`src/rtl/stripe_pkg.sv`:
```
// Shared definitions for the byte striper.
//   STRIPE_DATA_W : default byte/lane width
//   LANE0/LANE1   : lane select encodings (value of sel)
//   phase_t       : clk_f phase within a two-cycle window
package stripe_pkg;

  localparam int unsigned STRIPE_DATA_W = 8;

  localparam logic LANE0 = 1'b0;
  localparam logic LANE1 = 1'b1;

  // PH_CAPTURE: first cycle of a window, bytes go into the hold registers.
  // PH_UPDATE : second cycle, its closing edge loads the lane outputs.
  typedef enum logic {
    PH_CAPTURE = 1'b0,
    PH_UPDATE  = 1'b1
  } phase_t;

endpackage

```
`src/rtl/stripe_lane_reg.sv`:
```
// One striping lane: a hold register for a byte captured in the capture
// phase, plus the registered lane output loaded at the window-closing edge.
// Ports:
//   clk_2f, reset : clock, synchronous active-high reset
//   data_in       : input byte
//   valid_in      : input byte valid
//   sel           : lane chosen for the byte presented this cycle
//   update        : high in the cycle whose closing edge updates the lane
//   data_stripe   : lane byte (holds when not valid)
//   valid_stripe  : lane valid
module stripe_lane_reg
  import stripe_pkg::*;
#(
  parameter int unsigned DATA_W = STRIPE_DATA_W,
  parameter logic        LANE   = LANE0
) (
  input  logic              clk_2f,
  input  logic              reset,
  input  logic [DATA_W-1:0] data_in,
  input  logic              valid_in,
  input  logic              sel,
  input  logic              update,
  output logic [DATA_W-1:0] data_stripe,
  output logic              valid_stripe
);

  logic [DATA_W-1:0] hold;
  logic              hold_valid;
  logic              hit;
  logic [DATA_W-1:0] next_data;
  logic              next_valid;

  // A byte arriving in the update cycle bypasses the hold register.
  always_comb begin
    hit        = valid_in && (sel == LANE);
    next_data  = hit ? data_in : hold;
    next_valid = hit | hold_valid;
  end

  always_ff @(posedge clk_2f) begin
    if (reset) begin
      hold         <= '0;
      hold_valid   <= 1'b0;
      data_stripe  <= '0;
      valid_stripe <= 1'b0;
    end else if (update) begin
      if (next_valid) data_stripe <= next_data;
      valid_stripe <= next_valid;
      hold_valid   <= 1'b0;
    end else if (hit) begin
      // sel alternates, so a lane never sees two bytes in one window.
      assert (!hold_valid);
      hold       <= data_in;
      hold_valid <= 1'b1;
    end
  end

endmodule

```
`src/rtl/byte_striping_2f.sv`:
```
// Transmit-side byte striper: one input byte stream (max one byte per cycle)
// is split alternately onto lane 0 and lane 1; lanes update once per
// two-cycle window.
// Ports:
//   clk_2f          : clock
//   reset           : synchronous active-high reset
//   data_in         : input byte
//   valid_in        : input byte valid (always accepted)
//   data_stripe_0/1 : lane bytes, registered
//   valid_stripe_0/1: lane valids, registered
//   stripe_tick     : high in the cycle whose closing edge updates the lanes
module byte_striping_2f
  import stripe_pkg::*;
#(
  parameter int unsigned DATA_W = STRIPE_DATA_W
) (
  input  logic              clk_2f,
  input  logic              reset,
  input  logic [DATA_W-1:0] data_in,
  input  logic              valid_in,
  output logic [DATA_W-1:0] data_stripe_0,
  output logic              valid_stripe_0,
  output logic [DATA_W-1:0] data_stripe_1,
  output logic              valid_stripe_1,
  output logic              stripe_tick
);

  phase_t phase, phase_next;
  logic   sel;
  logic   idle;   // capture cycle of the current window had no valid byte

  always_ff @(posedge clk_2f) begin
    if (reset) phase <= PH_CAPTURE;
    else       phase <= phase_next;
  end

  always_comb begin
    phase_next = PH_CAPTURE;
    if (phase == PH_CAPTURE) phase_next = PH_UPDATE;
  end

  assign stripe_tick = (phase == PH_UPDATE);

  // Fully idle window resyncs sel so every burst starts on lane 0.
  always_ff @(posedge clk_2f) begin
    if (reset) begin
      sel  <= LANE0;
      idle <= 1'b0;
    end else begin
      idle <= (phase == PH_CAPTURE) && !valid_in;
      if (valid_in)                       sel <= ~sel;
      else if (phase == PH_UPDATE && idle) sel <= LANE0;
    end
  end

  stripe_lane_reg #(.DATA_W(DATA_W), .LANE(LANE0)) u_lane0 (
    .clk_2f       (clk_2f),
    .reset        (reset),
    .data_in      (data_in),
    .valid_in     (valid_in),
    .sel          (sel),
    .update       (stripe_tick),
    .data_stripe  (data_stripe_0),
    .valid_stripe (valid_stripe_0)
  );

  stripe_lane_reg #(.DATA_W(DATA_W), .LANE(LANE1)) u_lane1 (
    .clk_2f       (clk_2f),
    .reset        (reset),
    .data_in      (data_in),
    .valid_in     (valid_in),
    .sel          (sel),
    .update       (stripe_tick),
    .data_stripe  (data_stripe_1),
    .valid_stripe (valid_stripe_1)
  );

endmodule

```
`config.mk`:
```
export PLATFORM = sky130hd
export DESIGN_NAME = byte_striping_2f
export DESIGN_NICKNAME = d
export VERILOG_FILES = /design/src/rtl/stripe_pkg.sv /design/src/rtl/stripe_lane_reg.sv /design/src/rtl/byte_striping_2f.sv
export SDC_FILE = /design/constraint.sdc
export NUM_CORES = 1
export LEC_CHECK = 0
export ABC_AREA = 0
export BUFFER_PORTS_ARGS = -buffer_cell sky130_fd_sc_hd__buf_4
export CAP_MARGIN = 15
export CORE_MARGIN = 2
export CORE_UTILIZATION = 35
export CTS_BUF_LIST = sky130_fd_sc_hd__clkbuf_16
export CTS_CLUSTER_DIAMETER = 100
export DETAILED_ROUTE_END_ITERATION = 12
export PLACE_DENSITY_LB_ADDON = 0.25
export SLEW_MARGIN = 10
export SYNTH_ARGS = -nofsm -noshare
export SYNTH_HDL_FRONTEND = slang
export SYNTH_SLANG_ARGS = --single-unit
```
`constraint.sdc`:
```
create_clock -name clk_2f -period 1.7 [get_ports clk_2f]
set_input_delay 0.17 -clock clk_2f [delete_from_list [all_inputs] [get_ports clk_2f]]
set_output_delay 0.17 -clock clk_2f [all_outputs]
set_load 0.01 [all_outputs]
```
==> Word-level counts from Yosys, hierarchy flattened <==
Index checks and enable logic that the tools add are counted.
Widths: inputs -> output; s select.
{ "totals": {"in_bits": 11, "mem_bits_ro": 0, "mem_bits_rw": 0, "latch_bits": 0, "reg_bits": 39, "elab_cells": 29, "memories": 0, "output_inout_bits": 19} }
{ "classes": {"mul": 0, "mux": 5, "shift": 0, "magnitude_cmp": 0, "n_bitwise": 4, "n_div": 0, "add_sub_neg": 0, "n_reduce_logical": 9, "n_eq_ne": 0} }
{ "op_table": {"columns": ["operator", "n"], "rows": [
  ["$mux 8", 2],
  ["$logic_and 1x1->1", 4],
  ["$reduce_and 2->1", 2],
  ["$mux 1", 3],
  ["$not 1->1", 2],
  ["$or 1x1->1", 2],
  ["$reduce_bool 2->1", 1],
  ["$reduce_or 2->1", 1],
  ["$logic_not 1->1", 1]
]} }

==> Depth between registers and ports, before layout <==
Gate-level depths: netlist of run 1.
{ "depth": {"depth_word": 4, "mapped_depth": 5, "mapped_depth_nobuf": 3} }

==> Hierarchy <==
Synthesis of run 1 repeated with hierarchy kept, for this count alone.
{ "unflattened": {"cells_unflattened": 178, "area_unflattened_um2": 1712.9} }
{ "by_module_without_submodules": {"columns": ["module", "area_each_um2", "instances", "cells_each"], "rows": [
  ["stripe_lane_reg at u_lane0", 818.3, 1, 89],
  ["stripe_lane_reg at u_lane1", 803.3, 1, 81],
  ["byte_striping_2f", 91.3, 1, 8]
]} }

==> Worst setup path before layout of run 1 <==
Ideal clock, no wire load.
{ "synth_path": {"path_kind": "register -> register", "start": "register phase (netlist: stripe_tick)", "end": "register u_lane0.data_stripe[2]", "path_slack_ps": 369, "period_less_slack_ps": 1331, "n_path_buf": 2, "arrival_ps": 1227, "required_time_ps": 1597, "stages_incl_launch_ff": 5, "setup_ps": 103, "cell_sequence": "dfxtp_1 -> clkbuf_1 -> clkbuf_1 -> nor2_1 -> a2111oi_2"} }
{ "synth_via": {"elab_chain_cells": 1} }
{ "synth_rtl": {"columns": ["element", "line", "rtl"], "rows": [
  ["start, declared", "byte_striping_2f.sv:28", "phase_t phase, phase_next;"],
  ["start signal, assigned", "byte_striping_2f.sv:34", "else phase <= phase_next;"],
  ["$reduce_and 2->1 (no source line)", null, null],
  ["end signal, assigned", "stripe_lane_reg.sv:47", "if (next_valid) data_stripe <= next_data;"],
  ["end, declared", "stripe_lane_reg.sv:23", "output logic [DATA_W-1:0] data_stripe,"]
]} }
No other way between the ends.
A chain may end at the register's enable or synchronous reset.

==> Worst setup path in the final report of run 1 <==
{ "layout_path": {"start": "register phase (netlist: stripe_tick)", "end": "output stripe_tick"} }
{ "layout_lines": {"columns": ["element", "line", "rtl"], "rows": [
  ["end, declared", "byte_striping_2f.sv:25", "output logic stripe_tick"]
]} }
No word-level cell between the ends.

==> results of run 1 <==
-- per-stage QoR --
stage	power (mW)	area, um^2	utilization, %	std cells	hold slack, ns
2_1_floorplan	1.217	1662	-	171	0.3139
3_3_place_gp	1.325	1932	41.45	246	0.4452
3_5_place_dp	1.324	1932	41.45	246	0.4524
4_1_cts	2.164	2061	44.21	252	0.1727
5_1_grt	2.229	2061	44.21	252	0.1915
6_report	2.134	2061	44.21	252	0.1730
-- Yosys cell counts, drive strengths merged --
cell type / count
a21oi: 9
nand3b: 2
nor2: 28
a2111oi: 8
clkbuf: 11
nand2: 10
a211oi: 1
nand3: 8
nor3b: 1
nor3: 10
mux2i: 25
dfxtp: 39
or2b: 1
a311oi: 8
buf: 5
o21a: 1
and2: 2
nor2b: 1
a21o: 1
-- metal layers --
layer  vias up  routed length [um]
li1        665                   -
met4         0                  31
met1       612                1655
met3         2                 117
met2        17                1696
met5         -                   0
-- worst max-delay path: stages (launching register included) --
cell and delay (ns):
dfxtp_1 0.54, buf_12 0.21, buf_4 0.13
-- registers in the layout (all words and copies together), names as in the netlist --
name	flops
u_lane0.hold_valid	1
idle	1
sel	1
u_lane1.hold_valid	1
u_lane1.valid_stripe	1
u_lane1.data_stripe	8
u_lane1.hold	8
u_lane0.data_stripe	8
u_lane0.valid_stripe	1
stripe_tick	1
u_lane0.hold	8
-- layout make-up --
cell class                 instances  area [um^2]
clock inverter                     1        3.754
multi-input combinational        116        793.3
sequential                        39        780.7
timing repair buffer              37        290.3
clock buffer                       5        125.1
tap                               54        67.56
fill                             451         2600
-- placed cells by master, fill, tap and decap left out --
cell type,count
dfxtp_1,39
a311oi_1,8
nor2_1,28
nand3b_1,2
buf_12,1
nand2_1,10
a21o_1,1
buf_4,36
mux2i_1,25
inv_1,1
a21oi_1,9
o21a_2,1
clkbuf_16,5
nand3_1,8
or2b_1,1
nor3b_1,1
a2111oi_2,8
and2_1,2
a211oi_1,1
nor3_1,10
nor2b_2,1
-- power groups by stage --
| stage | clock [mW] | sequential (mW) | combinational, mW |
|---|---|---|---|
| 6_report | 0.832 | 0.999 | 0.303 |
| 5_1_grt | 0.890 | 1.01 | 0.333 |
| 4_1_cts | 0.858 | 0.999 | 0.307 |
| 3_5_place_dp | 0 | 1.02 | 0.306 |
| 3_3_place_gp | 0 | 1.02 | 0.305 |
| 2_1_floorplan | 0 | 1.02 | 0.200 |
-- logic make-up (layout without fill, tap and decap cells) --
| family | after synthesis | after routing | synth area share [%] |
|---|---|---|---|
| mux | 25 | 25 | 15.06 |
| buf+inv | 16 | 43 | 5.271 |
| simple gates | 63 | 63 | 17.09 |
| compound gates | 28 | 28 | 15.59 |
| flops | 39 | 39 | 46.99 |
-- path summary, 6_finish.rpt --
| path | cells past startpoint | from | endpoint | slack [ns] |
|---|---|---|---|---|
| max | 2 | stripe_tick | stripe_tick | 0.38 |
| min | 3 | data_in[0] | u_lane1.hold[0] | 0.17 |
| max reg2reg | 3 | stripe_tick | u_lane0.data_stripe[5] | 0.39 |
| min reg2reg | 2 | u_lane1.hold[3] | u_lane1.data_stripe[3] | 0.48 |
==> metrics.md, run 1 <==
| Metric | Value |
|---|---|
| Layout cell share with drive strength beyond 1 | `26.26%` |
| Top Ports | `30` |
| Starting Density | `35.65%` |
| RD Place Congestion | `0.7027` |
| Peak VDD IR | `487.7 uV` |
| Syn_area_per_cell | `9.717 um^2` |
| Met3 Usage GRT | `roughly 3%` |
| Tightest Pin Transition | `0.4553 ns` |
| Fmax | `0.7550 GHz` |
| Outcome | `finished, final reports clean` |
| Busiest grt layer | `met2` |
| WL/cell | `around 14 um` |
| Sink Count | `39` |
| Critical path type | `reg -> out` |
| Worst-path maximum fanout | `19` |
| # port buffers | `29` |
| Slew margin rel. | `between 60% and 70%` |
| Final Max Tran Viols | `0` |
| First-pass GRT wire length | `5796 um` |
| HP Class | `in -> reg` |
| Die H | `72.90 um` |
| Number of synthesized register bits | `39` |
| Final setup TNS | `0 ns` |
| Pin count of the biggest net entering global routing | `39` |
| Vias | `1296` |
| Power Density | `around 1000 nW/um^2` |
| Critical Path AT | `1.15 ns` |
| Sequential area share after synthesis | `46.99%` |
| Pint | `1.625 mW` |
| Max-cap violations | `0` |
| Synth warn | `0` |
| First-pass detailed-route iteration total | `4` |
| CTS tree | `built` |
| Synth top area share | `46.99%` |
| Final wirelength | `3500 um` |
| Area Growth Syn to Fin | `24.02%` |
| CTS Buf Count | `5` |
| Placement-stage worst setup slack | `0.3292 ns` |
| WP data required | `1.53 ns` |
| Post-synthesis net count | `around 180` |
| Final hold violations | `0` |
| Die Width | `72.90 um` |
| Clock Path Buffers | `2` |
| Startpoint class of the critical path | `flip-flop` |
| # diodes | `0` |
| Postcts setup bufs | `0` |
| Total grt overflow | `0` |
| Post-DR vias/cell | `5.143` |
| Setup ws final | `0.3755 ns` |
| Clock-pin slew on the worst setup and hold paths | `0.05 ns` |
| Clock power share | `39.0%` |
| Final setup viols | `0` |
| Cts hold-fix bufs | `0` |
| Flop pwr share | `46.8%` |
| Core area | `4661 um^2` |
| Logic gate share of total power | `between 10% and 20%` |
| Cell variety after synth | `21` |
| Net Sw Power | `approximately 0.5 mW` |
| # rows | `25` |
| Post-layout min period | `1.325 ns` |
| Met1 GRT Util | `17.82%` |
| RSZ-0062 raised after global routing | `false` |
| DRT antenna net count | `0` |
| Vias in the first global route | `1208` |
| Die area | `between 5000 and 6000 um^2` |
| Clk root buf | `clkbuf_16` |
| Post-cts resize count | `0` |
| Max Clock Skew | `0.003485 ns` |
| DRT iter0 DRCs | `54` |
| Synth area leaders | `dfxtp_1 (47%), mux2i_1 (15%), a2111oi_2 (7.2%)` |
| Drc violations | `0` |
| DP HPWL | `around 2400 um` |
| Post-Synthesis Cells | `171` |
| Antenna violations before repair | `0` |
| Cell taking the most area after synthesis | `dfxtp_1` |
| CTS H-tree lvls | `2` |
| GRT met2 Usage | `23.23%` |
| Critical Path Sink Type | `primary output` |
| Switching share of power | `between 20% and 30%` |
| Fin crit share | `77.91%` |
| Leak | `~0.85 nW` |
| Post-layout net count | `210` |
| Mapped cell area | `between 1500 and 2000 um^2` |
| Clk_lat worst skew | `0.27 ns` |
| GRT Total Usage | `14.14%` |
(Power assumes the default switching activity.)
==> run 2, diff against run 1 <==
==> constraint.sdc (replaced) <==
create_clock -name clk_2f -period 1.2 [get_ports clk_2f]
set_input_delay 0.12 -clock clk_2f [delete_from_list [all_inputs] [get_ports clk_2f]]
set_output_delay 0.12 -clock clk_2f [all_outputs]
set_load 0.01 [all_outputs]
==> run 2 against run 1 <==
  * The run now ends with setup timing left
  * Global-route usage rose by 0.82 points
  * Non-clock buffer count rose by 7
  * Combinational power rose by 68%
  * Via count rose by 5.7%
  * Clock skew barely moved
  * Worst hold slack got worse by 0.060 ns
  * Sequential power rose by 41%
  * Critical path type is now reg -> reg
  * Critical endpoint is now u_lane0.data_stripe[5]
==> metrics.md, run 2 (synthesis results as in run 1) <==
| Metric | Value |
|---|---|
| WL/cell | `14.64 um` |
| Critical path's largest stage delay | `0.37 ns` |
| Outcome | `complete, but fails checks` |
| Commonest non-fill, non-tap cells in the layout | `buf_4 (39), dfxtp_1 (37), nor2_1 (28)` |
| Post-layout net count | `between 200 and 250` |
| Final hold violations | `0` |
| Flop pwr share | `44.7%` |
| CTS tree | `built` |
| Cts hold-fix bufs | `0` |
| Worst-path maximum fanout | `8` |
| Sink Count | `39` |
| Sequential Area | `785.8 um^2` |
| Switching share of power | `25.42%` |
| DP HPWL | `2497 um` |
| Net Sw Power | `about 0.80 mW` |
| RSZ-0062 raised after global routing | `true` |
| Area of placed instances | `1971 um^2` |
| Fmax | `0.8051 GHz` |
| Top Ports | `30` |
| Clk root buf | `clkbuf_16` |
| Leak | `roughly 0.9 nW` |
| Antenna violations before repair | `0` |
| Failing checks | `setup timing` |
| First-pass detailed-route iteration total | `4` |
| Crit-path cells | `nor2b_4 -> buf_6 -> o21a_4 -> a2111oi_4` |
| Power Density | `approximately 1400 nW/um^2` |
| Fin util | `47.54%` |
| Vias in the first global route | `approximately 1300` |
| Post-Layout Cell Count | `approximately 260` |
| Logic gate share of total power | `16.1%` |
| Die area | `5314 um^2` |
| Worst setup startpoint | `sel` |
| Post-route cell area | `about 2200 um^2` |
| Fin crit share | `103.5%` |
| Final setup viols | `5` |
| Starting Density | `between 30% and 40%` |
| Reg2Reg Depth | `4` |
| Inst Count DP | `251` |
| Pint | `2.358 mW` |
| DRT iter0 DRCs | `75` |
| Worst Hold Margin | `0.1132 ns` |
| Peak VDD IR | `between 800 and 900 uV` |
| Total grt overflow | `0` |
| Max-cap violations | `0` |
| CTS H-tree lvls | `2` |
| CP max-delay cell | `dfxtp_4` |
| R2r startpoint | `sel` |
| HP Class | `in -> reg` |
| Critical path type | `reg -> reg` |
| Vias | `1370` |
| FILL cells | `470` |
| Core area | `4661 um^2` |
| Drc violations | `0` |
| Hold Startpoint | `data_in[3]` |
| Clk_lat worst skew | `approximately 0.28 ns` |
| Setup ws final | `-0.04202 ns` |
| Max Clock Skew | `0.003136 ns` |
| DRT antenna net count | `0` |
| Final wirelength | `about 3800 um` |
| Critical Path AT | `between 1 and 1.5 ns` |
| CTS Buf Count | `5` |
| # port buffers | `29` |
| Pin count of the biggest net entering global routing | `39` |
| # diodes | `0` |
| Clock Path Buffers | `2` |
| Die Width | `72.90 um` |
| Hold path depth | `3` |
| Area Growth Syn to Fin | `33.36%` |
| Layout cell share with drive strength beyond 1 | `32.37%` |
| First-pass GRT wire length | `5961 um` |
| Critical Path Sink Type | `flip-flop` |
| RD Place Congestion | `0.6897` |
| Commonest non-fill, non-tap cell in the layout | `buf_4` |
| Slew margin rel. | `67.59%` |
| Die H | `72.90 um` |
| Tightest Pin Transition | `0.4861 ns` |
| Clock-pin slew on the worst setup and hold paths | `0.05 ns` |
| Post-DR vias/cell | `around 5.2` |
| Final Max Tran Viols | `0` |
| Clock power share | `between 30% and 40%` |
| GRT Total Usage | `about 15%` |
| Startpoint class of the critical path | `flip-flop` |
| # rows | `25` |
| Multi-input logic area | `855.8 um^2` |
| WP data required | `1.38 ns` |
| Post-layout min period | `approximately 1.2 ns` |
run 2: layer usage:
metal  part of all wire, %  track usage, %  vias to the layer above  wire length [um]
met2                    48           23.84                       19              1835
met1                    47           18.82                      661              1792
met5                     0               0                        -                 0
li1                      -               -                      685                 -
met4                   2.0           8.025                        0                78
met3                   3.0           3.315                        5               114
run 2: repair_timing:
item / CTS / global route
cloned: 0 / 0
setup buffers: 0 / 2
resized for setup: 7 / 10
pin swaps: 0 / 4
endpoints found under the setup margin: 12 / 32
run 2: cell type report:
class / instances / area share (%)
multi-input combinational: 116 / 38.62
sequential: 39 / 35.46
timing repair buffer: 44 / 16.71
clock buffer: 5 / 5.647
tap: 54 / 3.049
clock inverter: 3 / 0.5082
run 2: power by group through the flow:
stage | logic [mW] | registers, mW | clock network, mW
after global routing | 0.557 | 1.42 | 1.32
after detailed placement | 0.455 | 1.44 | 0
after CTS | 0.466 | 1.41 | 1.26
after floorplan | 0.291 | 1.44 | 0
final | 0.510 | 1.41 | 1.24
after global placement | 0.452 | 1.44 | 0
run 2: final timing paths:
| kind | end | slack, ns |
|---|---|---|
| hold / removal | u_lane1.hold[3] | 0.11 |
| hold reg to reg | u_lane1.data_stripe[7] | 0.48 |
| setup / recovery | u_lane0.data_stripe[5] | -0.04 |
| setup reg to reg | u_lane0.data_stripe[5] | -0.04 |
run 2: critical path, delay by kind of cell (launching register included):
family                 cells  cell delay (ns)
and+or+nand+nor            1             0.05
AOI/OAI and AO/OA          2             0.61
buffers and inverters      1             0.12
DFF                        1             0.37
run 2: per-stage QoR:
step                      setup TNS (ns)  setup WS [ns]  total power, mW
after floorplan                 -0.06283      -0.007188            1.732
after global placement           -0.2469       -0.03116            1.893
after detailed placement         -0.4488       -0.06577            1.894
after CTS                        -0.1121       -0.03537            3.142
after global routing              -1.368       -0.09414            3.301
final                           -0.09344       -0.04202            3.162
